## src/rtl/spi_adc_scanner.sv

```systemverilog
// Round-robin SPI ADC scanner: timed frames, command out on MOSI, DATA_W-bit result in from MISO.
// Optional ADC_AVG_EN: publish the mean of every four conversions per channel instead of each one.
//   state | meaning
//   IDLE  | waiting for sample tick with EN high
//   SETUP | CS_N low, SCK low, first command bit on MOSI
//   SHIFT | SCK toggling, MISO sampled on rise, MOSI advanced on fall
//   DONE  | CS_N high, result published
//   HOLD  | minimum deselect time before next frame
module spi_adc_scanner #(
    parameter int DATA_W        = 12,
    parameter int NUM_CH        = 2,
    parameter int CH_BITS       = 1,
    parameter int FRAME_BITS    = 16,
    parameter int CLK_DIV       = 4,
    parameter int SAMPLE_PERIOD = 1000
) (
    input  logic               CLK,
    input  logic               RST,
    input  logic               EN,
    input  logic               MISO,
    output logic               MOSI,
    output logic               SCK,
    output logic               CS_N,
    output logic [DATA_W-1:0]  value,
    output logic [CH_BITS-1:0] chan,
    output logic               valid,
    output logic               busy,
    output logic               overrun
);

    localparam int TMR_W = $clog2(SAMPLE_PERIOD);
    localparam int DIV_W = (CLK_DIV > 1) ? $clog2(CLK_DIV) : 1;
    localparam int BIT_W = $clog2(FRAME_BITS + 1);
    localparam logic [DIV_W-1:0] DIV_MAX = DIV_W'(CLK_DIV - 1);

    typedef enum logic [2:0] {IDLE, SETUP, SHIFT, DONE, HOLD} state_t;

    state_t                 state, state_next;
    logic [TMR_W-1:0]       tmr;
    logic [DIV_W-1:0]       div_cnt;
    logic [BIT_W-1:0]       rise_cnt;
    logic                   sck_q;
    logic [FRAME_BITS-1:0]  cmd_sr;
    logic [FRAME_BITS-1:0]  cmd_word;
    logic [DATA_W-1:0]      rx_sr;
    logic [CH_BITS-1:0]     cur_ch;
    logic [CH_BITS-1:0]     next_ch;
    logic                   tick;
    logic                   div_zero;
    logic                   start;
    logic                   sck_rise;
    logic                   sck_fall;
    logic                   frame_end;

    assign tick      = (tmr == TMR_W'(SAMPLE_PERIOD - 1));
    assign div_zero  = (div_cnt == '0);
    assign start     = (state == IDLE) && tick && EN;
    assign sck_rise  = div_zero && !sck_q && ((state == SETUP) || (state == SHIFT));
    assign sck_fall  = div_zero && sck_q && (state == SHIFT);
    assign frame_end = sck_fall && (rise_cnt == BIT_W'(FRAME_BITS));

    assign CS_N = !((state == SETUP) || (state == SHIFT));
    assign busy = (state == SETUP) || (state == SHIFT) || (state == DONE);
    assign SCK  = sck_q;
    assign MOSI = !CS_N && cmd_sr[FRAME_BITS-1];

    // Frame sent MSB-first: start, single-ended, channel, zero padding.
    always_comb begin
        cmd_word = '0;
        cmd_word[FRAME_BITS-1] = 1'b1;
        cmd_word[FRAME_BITS-2] = 1'b1;
        cmd_word[FRAME_BITS-3 -: CH_BITS] = next_ch;
    end

    always_ff @(posedge CLK) begin
        if (RST) state <= IDLE;
        else     state <= state_next;
    end

    always_comb begin
        state_next = state;
        case (state)
            IDLE:    if (start)     state_next = SETUP;
            SETUP:   if (div_zero)  state_next = SHIFT;
            SHIFT:   if (frame_end) state_next = DONE;
            DONE:                   state_next = HOLD;
            HOLD:    if (div_zero)  state_next = IDLE;
            default:                state_next = IDLE;
        endcase
    end

    always_ff @(posedge CLK) begin
        if (RST) begin
            tmr      <= '0;
            div_cnt  <= '0;
            rise_cnt <= '0;
            sck_q    <= 1'b0;
            cmd_sr   <= '0;
            rx_sr    <= '0;
            cur_ch   <= '0;
            next_ch  <= '0;
            overrun  <= 1'b0;
        end else begin
            tmr     <= tick ? '0 : tmr + TMR_W'(1);
            overrun <= tick && (state != IDLE);
            div_cnt <= ((state == IDLE) || (state == DONE) || div_zero) ? DIV_MAX
                                                                       : div_cnt - DIV_W'(1);
            if (start) begin
                cur_ch   <= next_ch;
                cmd_sr   <= cmd_word;
                rise_cnt <= '0;
            end
            if (sck_rise) begin
                sck_q    <= 1'b1;
                rx_sr    <= DATA_W'({rx_sr, MISO});
                rise_cnt <= rise_cnt + BIT_W'(1);
            end
            if (sck_fall) begin
                sck_q  <= 1'b0;
                cmd_sr <= {cmd_sr[FRAME_BITS-2:0], 1'b0};
            end
            if (frame_end)
                next_ch <= (cur_ch == CH_BITS'(NUM_CH - 1)) ? '0 : cur_ch + CH_BITS'(1);
        end
    end

`ifdef ADC_AVG_EN
    logic [DATA_W+1:0] acc   [NUM_CH];
    logic [1:0]        acc_n [NUM_CH];
    logic [DATA_W+1:0] acc_sum;

    assign acc_sum = acc[cur_ch] + (DATA_W+2)'(rx_sr);

    always_ff @(posedge CLK) begin
        if (RST) begin
            value <= '0;
            chan  <= '0;
            valid <= 1'b0;
            for (int i = 0; i < NUM_CH; i++) begin
                acc[i]   <= '0;
                acc_n[i] <= '0;
            end
        end else begin
            valid <= 1'b0;
            if (frame_end) begin
                if (acc_n[cur_ch] == 2'd3) begin
                    value         <= acc_sum[DATA_W+1:2];
                    chan          <= cur_ch;
                    valid         <= 1'b1;
                    acc[cur_ch]   <= '0;
                    acc_n[cur_ch] <= '0;
                end else begin
                    acc[cur_ch]   <= acc_sum;
                    acc_n[cur_ch] <= acc_n[cur_ch] + 2'd1;
                end
            end
        end
    end
`else
    always_ff @(posedge CLK) begin
        if (RST) begin
            value <= '0;
            chan  <= '0;
            valid <= 1'b0;
        end else begin
            valid <= 1'b0;
            if (frame_end) begin
                value <= rx_sr;
                chan  <= cur_ch;
                valid <= 1'b1;
            end
        end
    end
`endif

endmodule
```

## config.mk

```make
export PLATFORM = sky130hd
export DESIGN_NAME = spi_adc_scanner
export DESIGN_NICKNAME = d
export VERILOG_FILES = /design/src/rtl/spi_adc_scanner.sv
export SDC_FILE = /design/constraint.sdc
export NUM_CORES = 1
export LEC_CHECK = 0
export BUFFER_PORTS_ARGS = -buffer_cell sky130_fd_sc_hd__clkbuf_2
export CAP_MARGIN = 20
export CORE_AREA = 2 2 82 84
export CTS_CLUSTER_DIAMETER = 30
export CTS_CLUSTER_SIZE = 28
export DETAILED_ROUTE_END_ITERATION = 16
export DIE_AREA = 0 0 84 86
export GPL_TIMING_DRIVEN = 0
export PLACE_DENSITY_LB_ADDON = 0.25
export SETUP_SLACK_MARGIN = 0.02
export SLEW_MARGIN = 25
export SYNTH_ARGS = -nofsm -noshare
export SYNTH_HDL_FRONTEND = slang
export SYNTH_SLANG_ARGS = --single-unit
```

## constraint.sdc

```tcl
create_clock -name CLK -period 1.9 [get_ports CLK]
set_clock_uncertainty 0.15 [all_clocks]
set_input_delay 0 -clock CLK [delete_from_list [all_inputs] [get_ports CLK]]
set_output_delay 0 -clock CLK [all_outputs]
set_load 0.1 [all_outputs]
```

======== Word level (Yosys, flattened, before mapping) ========
Cells that the tools add are included.
cells by class
  add/sub/neg operators ................... 4
  multiply operators ...................... 0
  div/mod/pow operators ................... 0
  magnitude comparators ................... 0
  eq/ne operators ......................... 10
  shifts and indexed selects .............. 0
  muxes and demuxes ....................... 12
  bitwise gates (word level) .............. 0
  reductions and logical operators ........ 23
operators with widths
  kind                     count
  $mux W16                 2
  $pmux W3 S5              1
  $mux W3                  4
  $add A10 B1 Y10 const B  1
  $eq A10 B10 Y1 const B   1
  $mux W5                  2
  $logic_and A1 B1 Y1      9
  $ne A2 B2 Y1 const B     4
  $eq A3 B2 Y1 const B     2
  $add A5 B1 Y5 const B    1
  $eq A5 B5 Y1 const B     1
  $logic_or A1 B1 Y1       4
  $reduce_and A4 Y1        1
  $reduce_bool A2 Y1       2
  $reduce_or A2 Y1         2
  $eq A3 B1 Y1 const B     1
  $eq A3 B3 Y1 const B     1
  $logic_not A3 Y1         1
  $reduce_bool A3 Y1       1
  $logic_not A1 Y1         2
  $logic_not A2 Y1         1
  $mux W1                  2
  $mux W2                  1
  $sub A2 B1 Y2 const B    1
  $add A1 B1 Y1 const B    1
word-level totals
  register bits after elaboration ......... 65
  latch bits .............................. 0
  bits in writable memories ............... 0
  ROM bits ................................ 0
  logic and storage cells ................. 62
  memories ................................ 0

======== Longest topological paths before layout ========
Gate-level depths: netlist (run 1).
  depth after elaboration ................. 6
  depth in mapped cells ................... 8
  depth with buffers taken out ............ 5

======== Worst setup path after synthesis (run 1) ========
OpenSTA, ideal clock, no wires.
  path kind ............................... register -> output
  start ................................... register state[1]
  end ..................................... output MOSI
  arrival ................................. 3069 ps
  data required time ...................... 1750 ps
  path slack .............................. -1319 ps
  stages on the path, launching flop included .. 6
  buffers on the path ..................... 2
  path through ............................ dfxtp_1 -> buf_4 -> xor2_1 -> clkbuf_1 -> nand2_1 -> nor2_1
on the way
  cells in the longest elaborated chain, start to end .. 3
  elaborated cells on any way between the ends .. 4
  classes of those cells .................. eq/ne (2); reduce/logical (2)
ends and longest elaborated chain
  what                                          line  RTL
  from (decl)                                   38    state_t state, state_next;
  from (signal assigned)                        77    else state <= state_next;
  $eq A3 B1 Y1 or $eq A3 B2 Y1 (tied branches)  62    assign CS_N = !((state == SETUP) || (state == SHIFT));
  $logic_or A1 B1 Y1 *                          62
  $logic_and A1 B1 Y1 *                         65    assign MOSI = !CS_N && cmd_sr[FRAME_BITS-1];
  to (decl)                                     21    output logic MOSI,
Every way passes the cells marked *; elsewhere a longest branch is shown, timed or not.

======== Worst setup path after layout (run 1) ========
  start ................................... register state[2]
  end ..................................... output busy
on the way
  cells in the longest elaborated chain, start to end .. 3
  elaborated cells on any way between the ends .. 5
  classes of those cells .................. eq/ne (3); reduce/logical (2)
ends and longest elaborated chain
  what                                          line  RTL
  $eq A3 B1 Y1 or $eq A3 B2 Y1 (tied branches)  63    assign busy = (state == SETUP) || (state == SHIFT) || (state == DONE);
  $logic_or A1 B1 Y1                            63
  $logic_or A1 B1 Y1 *                          63
  to (decl)                                     27    output logic busy,
Marked as above.

==> out/summary.md, run 1 <==
• 21 — number of input and output port buffers inserted
• 1750 ps — required time of the critical path
• 1.691% — portion of netlist area occupied by mux cells
• true — unrepaired setup endpoints after global routing
• 2 — H-tree levels
• 16 — largest net degree at the start of global routing
• 1.021 nW — standby leakage power
• div_cnt[0]$_SDFF_PP0_ — reg2reg start
• 84 um — die width
• 27.31% — post-synthesis simple-gate area fraction
• dfxtp_1 — Yosys top cell by area
• 410 ps — largest incremental delay on the critical path
• 0 — antenna violations before repair
• 0 — Yosys Warn Count
• EN — hold path startpoint
• 2442 sq um — Cell Area, Synth
• dfxtp_1, a21oi_1, o21ai_0 — leading cell types by total area after synthesis
• buf_6 > clkbuf_1 > nor2_2 > clkbuf_2 — cells along the critical path
• -181.7 ps — setup slack after placement
• 0 — antenna cell count
• 53 — clock tree sinks
• 46 — unique cell type count in the Yosys netlist
• 0 — number of flops mapped to enable cells by yosys
• primary output — crit end category
• 311 — nets
• reg -> out — WS Path Type
• 555.6 MHz — Max Clk Rate
• 2 — worst-case clock buffer depth
• 5732 um — Post-Route WL
• 43.44% — share of the yosys chip area belonging to registers
• 38.91% — effective utilization at floorplan
• done — CTS tree
• finished clean — result of the run
• 2095 — routed vias
• 1.793% — post-synthesis xor/xnor area fraction
• buffers and inverters — kind of cell with the highest combined delay on the critical path
• 43.44% — area share of the leading cell type in the synthesized netlist
• 2890 sq um — Final Cell Area
• 0 — setup violators final
• 23.10% — fraction of final layout cells with drive strength greater than 1
• 23 — count of boundary I/O pins
• 15.08 um — Routed WL per cell
• dfxtp_1 — prevailing post-synth register cell
• 636 — number of filler cells placed in the layout
• 0 — # DRC
• clkbuf_8 — root cell of the clock tree
• 1800 ps — fin crit period
• 0 — ANT nets after route
• 18.34% — P&R area growth vs syn
• 8.979 sq um — post-synthesis average cell area
• 16.59% — all-layer global routing usage
• 5.513 — Vias/cell
• 100 ps — slack of the worst reg-to-reg path
• 100 ps — Clock Pin Slew Worst Setup and Hold Paths
• 2.049% — synthesized-area fraction occupied by adder cells
• simple AND/OR/NAND/NOR gates — combinational family with the most area after synthesis
• 0.001877 W — total power draw
• 272 — synthesized instance count
• 100.2 ps — worst setup slack after layout
• 5 — Num CTS Buffers
• 649.4 nW/um^2 — cell area power density
• state[2]$_SDFFE_PP0P_ — Critical path origin
• 0 — number of hold-slack violations in the final timing report
• 233 — number of DRC markers in iteration 0
• 0.0003313 V — Peak VDD IR
• 280 — number of nets in the synthesized netlist
• 9660 um — first-pass GRT wire length
• 576.8 ps — Worst Max-Slew Pin Slew
• 61.55% — worst slew margin relative to its limit
• 4 — number of optimization iterations in the first detailed-route pass
• 94.73% — final cycle utilization of the critical path
• 4 — hold path cells
• 46.04% — utilization after layout
• flop — critical path launch point type
• 3 — critical path buffer and inverter count
• 0% — proportion of register bits with asynchronous set or reset after synthesis
• 310 ps — clock latency of the later-clocked register in the worst-skew pair
• clkbuf_1 — Slowest-stage cell, CP
• value[11]$_SDFFE_PP0P_ — endpoint of the worst register-to-register path
• 0 — total count of max-transition violations in the final report
• 53 — flops & latches, synth
• 6277 sq um — Std-Cell Core Area
• 1973 — number of global-route vias before repair
• 0 — total of max-cap violations
• 0 — total gr overflow
• dfxtp_1, a21oi_1, o21ai_0 — top cell types by occurrence after synthesis
• dfxtp_1 — most common cell in the netlist
• 2665 sq um — area after detailed placement
• 0.8007 — Final Wtd Congestion
• 1650 ps — arrival time reported for the critical path endpoint
• 4001 um — DP Wirelength
• 6 — worst reg-to-reg path cell count
• 10 — Max Fanout on Critical Path
• 7224 sq um — area enclosed by the die boundary
• in -> reg — worst hold-check path type
• 17.57% — share of the synthesized area in compound gates (AO/OA/AOI/OAI)
• 86 um — height of the die
• 29 — # rows
• cur_ch$_SDFFE_PP0P_ — capture endpoint of the worst hold path
## state kept, by name, summed over array words and instances (netlist names)
register,cells
valid,1
cur_ch,1
overrun,1
rise_cnt,5
state,3
value,12
chan,1
cmd_sr,3
tmr,10
next_ch,1
div_cnt,2
SCK,1
rx_sr,12
## where the power goes
part           total [W]  internal, W  switching (W)
Clock           0.000664     0.000289       0.000375
Combinational  0.0000874    0.0000339      0.0000535
Sequential       0.00113      0.00112     0.00000796
## cells by family after synthesis
group / after synthesis
fa+ha+maj: 4
compound gates: 67
xor+xnor: 5
buf+inv: 32
flops: 53
simple gates: 107
mux: 4
## worst reg2reg max path, cell delays in order, from the launching register on
cell,delay (ps)
dfxtp_2,330
inv_1,50
ha_2,170
buf_6,110
nand4b_4,110
or3_4,510
a31o_2,270
## final cells by class
class / instances / area [sq um] / share of cell area, %
inverter: 10 / 37.54 / 1.299
timing repair buffer: 27 / 163.9 / 5.671
clock buffer: 6 / 82.58 / 2.857
sequential: 53 / 1070 / 37.01
buffer: 19 / 103.9 / 3.593
clock inverter: 1 / 7.507 / 0.2597
multi-input combinational: 187 / 1329 / 45.97
tap: 77 / 96.34 / 3.333
## worst max-delay path by stage
stage	cells past startpoint	slack, ps	endpoint
floorplan	5	-70	MOSI
global placement	7	-150	rise_cnt[2]$_SDFFE_PP0P_
detailed placement	7	-180	rise_cnt[2]$_SDFFE_PP0P_
CTS	6	20	MOSI
global route	4	-6	busy
finish	4	100	busy
## metrics by stage
step,setup TNS (ps),hold slack (ps),std cells
4_1_cts,0,46.84,381
3_5_place_dp,-3398,115.1,370
3_3_place_gp,-2865,102.1,370
6_report,0,47.55,380
5_1_grt,-5.690,78.05,380
2_1_floorplan,-74.20,-2.299,272
## cell usage in the layout (no fill, tap or decap), drive strengths merged, types with 3 or more instances in the layout
cell type,synthesis,final
dfxtp,53,53
clkbuf,14,39
a21oi,20,20
o21ai,20,20
nand3,19,19
nand2b,15,15
nor2,14,14
nor4,13,13
a31o,13,13
buf,8,12
inv,10,10
nand4,7,7
nand2,7,7
nor3,6,6
or3,6,6
nor2b,4,4
ha,4,4
xor2,3,3
o211ai,3,3
mux2i,3,3
nand4bb,3,3
o31ai,3,3
nand4b,3,3
## routing by layer
metal / routed length, um / vias to the layer above / track usage [%]
met5: 0 / - / 0
met2: 2674 / 31 / 26.84
li1: - / 1061 / -
met4: 60 / 0 / 4.692
met1: 2813 / 998 / 22.90
met3: 183 / 5 / 2.887
## what timing repair did
item                       in CTS  in global routing
gates cloned                    0                  0
hold buffers                    1                  0
hold endpoints to repair        1                  0
setup buffers                   4                  1
setup endpoints to repair      41                 30
pin swaps                       2                  1
resized for setup              19                 13
Note: power is estimated with default switching activity, not from simulation.
==> inputs of run 2 (changes only) <==
- CELL_PAD_IN_SITES_DETAIL_PLACEMENT: not set -> 1
- CELL_PAD_IN_SITES_GLOBAL_PLACEMENT: not set -> 2
- CORE_AREA: 2 2 82 84 -> 2 2 90 92
- DIE_AREA: 0 0 84 86 -> 0 0 92 94
==> out/summary.md, run 2 (same netlist as run 1, synthesis figures left out) <==
• finished clean — result of the run, unchanged
• 0.001883 W — total power draw, was 0.001877 W
• done — CTS tree, unchanged
• 100 — number of DRC markers in iteration 0, was 233
• 679.2 ps — Worst Max-Slew Pin Slew, was 576.8 ps
• reg -> reg — WS Path Type, was reg -> out
• 7607 sq um — Std-Cell Core Area, was 6277 sq um
• 92 um — die width, was 84 um
• 86.62 ps — worst setup slack after layout, was 100.2 ps
• 310 ps — clock latency of the later-clocked register in the worst-skew pair, about the same
• clkbuf_8 — root cell of the clock tree, unchanged
• 2217 — routed vias, was 2095
• flop — critical path launch point type, unchanged
• 2210 — number of global-route vias before repair, was 1973
• 32.11% — effective utilization at floorplan, was 38.91%
• false — unrepaired setup endpoints after global routing, was true
• 17.05 um — Routed WL per cell, was 15.08 um
• 382 um — length of routed met3 wiring, was 183 um
• 7109 um — Post-Route WL, was 5732 um
• 0 — number of hold-slack violations in the final timing report, unchanged
• 15 — largest net degree at the start of global routing, was 16
• 6 — Max Fanout on Critical Path, was 10
• 53 — clock tree sinks, unchanged
• 54.72% — worst slew margin relative to its limit, was 61.55%
• met4 — DR top layer, unchanged
• 0 — total of max-cap violations, unchanged
• 0.7435 — Final Wtd Congestion, was 0.8007
• rx_sr (12), value (12), tmr (10) — registers with the most flip-flops, unchanged
• 1970 ps — required time of the critical path, was 1750 ps
• 8648 sq um — area enclosed by the die boundary, was 7224 sq um
• 32 — # rows, was 29
• 924 — number of filler cells placed in the layout, was 636
• 11540 um — first-pass GRT wire length, was 9660 um
• 3420 um — WL met1, was 2813 um
• dfxtp_1, clkbuf_2, nand3_1, a21oi_1, nand2b_1 — highest-count cells in the layout ignoring fill and taps, was dfxtp_1, a21oi_1, clkbuf_2
• 1813 ps — fin crit period, was 1800 ps
• 395 — Cells after DPL, was 370
• 28.33% — P&R area growth vs syn, was 18.34%
• 5.317 — Vias/cell, was 5.513
• 23 — count of boundary I/O pins, unchanged
• flop — crit end category, was primary output
• 322 — nets, was 311
• 100 ps — Clock Pin Slew Worst Setup and Hold Paths, about the same
• 0 — antenna violations before repair, unchanged
• 2 — H-tree levels, unchanged
• 41.20% — utilization after layout, was 46.04%
• 2 — worst-case clock buffer depth, unchanged
• 0 — total count of max-transition violations in the final report, unchanged
• 3193 um — DR WL met2, was 2674 um
• 4739 um — DP Wirelength, was 4001 um
• 0 — ANT nets after route, unchanged
• 17.11% — all-layer global routing usage, was 16.59%
• 30.48% — fraction of final layout cells with drive strength greater than 1, was 23.10%
• 600.8 nW/um^2 — cell area power density, was 649.4 nW/um^2
• 0 — setup violators final, unchanged
• 95.44% — final cycle utilization of the critical path, was 94.73%
• -281.7 ps — setup slack after placement, was -181.7 ps
• 551.5 MHz — Max Clk Rate, was 555.6 MHz
• in -> reg — worst hold-check path type, unchanged
• 1880 ps — arrival time reported for the critical path endpoint, was 1650 ps
• 0 — antenna cell count, unchanged
• 4 — number of optimization iterations in the first detailed-route pass, unchanged
• 21 — number of input and output port buffers inserted, unchanged
• 5 — Num CTS Buffers, unchanged
• dfxtp_1 — leading cell type in the layout, fill and taps excluded, unchanged
• 0 — # DRC, unchanged
• 0 — total gr overflow, unchanged
• 417 — count of placed standard cells in the final layout, fillers left out, was 380
• 94 um — height of the die, was 86 um
• 1.108 nW — standby leakage power, was 1.021 nW
• 0.0002456 V — Peak VDD IR, was 0.0003313 V
-- run 2: final timing paths --
kind                       startpoint               endpoint  slack, ps  cells past startpoint
max          rise_cnt[1]$_SDFFE_PP0P_      chan$_SDFFE_PP0P_         90                      7
min                                EN    cur_ch$_SDFFE_PP0P_         60                      4
max reg2reg  rise_cnt[1]$_SDFFE_PP0P_      chan$_SDFFE_PP0P_         90                      7
min reg2reg     div_cnt[0]$_SDFF_PP0_  div_cnt[0]$_SDFF_PP0_        270                      1
-- run 2: cell type report --
| type | count | area [sq um] | share of cell area, % |
|---|---|---|---|
| buffer | 21 | 145.1 | 4.631 |
| sequential | 53 | 1072 | 34.21 |
| inverter | 10 | 37.54 | 1.198 |
| clock buffer | 8 | 80.08 | 2.555 |
| tap | 102 | 127.6 | 4.072 |
| timing repair buffer | 36 | 271.5 | 8.663 |
| multi-input combinational | 187 | 1400 | 44.67 |
-- run 2: per-layer routing --
metal  vias to the layer above  GRT usage [%]
li1                       1084              -
met1                      1083          23.28
met2                        43          27.02
met3                         7          3.291
met4                         0          6.219
met5                         -              0
-- run 2: critical path, cell delays in order, from the launching register on --
cell,delay (ps)
dfxtp_1,340
inv_2,80
ha_4,140
nand4bb_4,140
or3_1,340
buf_6,150
buf_4,130
a31o_2,220
-- run 2: report_power, final --
group	switching (W)	leakage (nW)	internal, W	total (W)
Sequential	0.00000808	0.430	0.00112	0.00112
Clock	0.000384	0.0395	0.000264	0.000647
Combinational	0.0000653	0.639	0.0000456	0.000111
-- run 2: what timing repair did --
item	in CTS	in global routing
endpoints found under the setup margin	42	33
hold buffers	1	0
pin swaps	4	5
endpoints found under the hold margin	1	0
setup buffers	11	0
gates resized for setup	41	28
gates cloned	2	1
-- run 2: stage by stage --
stage	setup TNS, ps	hold slack [ps]	cell area [sq um]
after global placement	-5090	130.6	2696
final	0	60.65	3134
after detailed placement	-5755	126.7	2696
after floorplan	-74.20	-2.299	2464
after CTS	0	61.67	3038
after global routing	0	88.94	3134
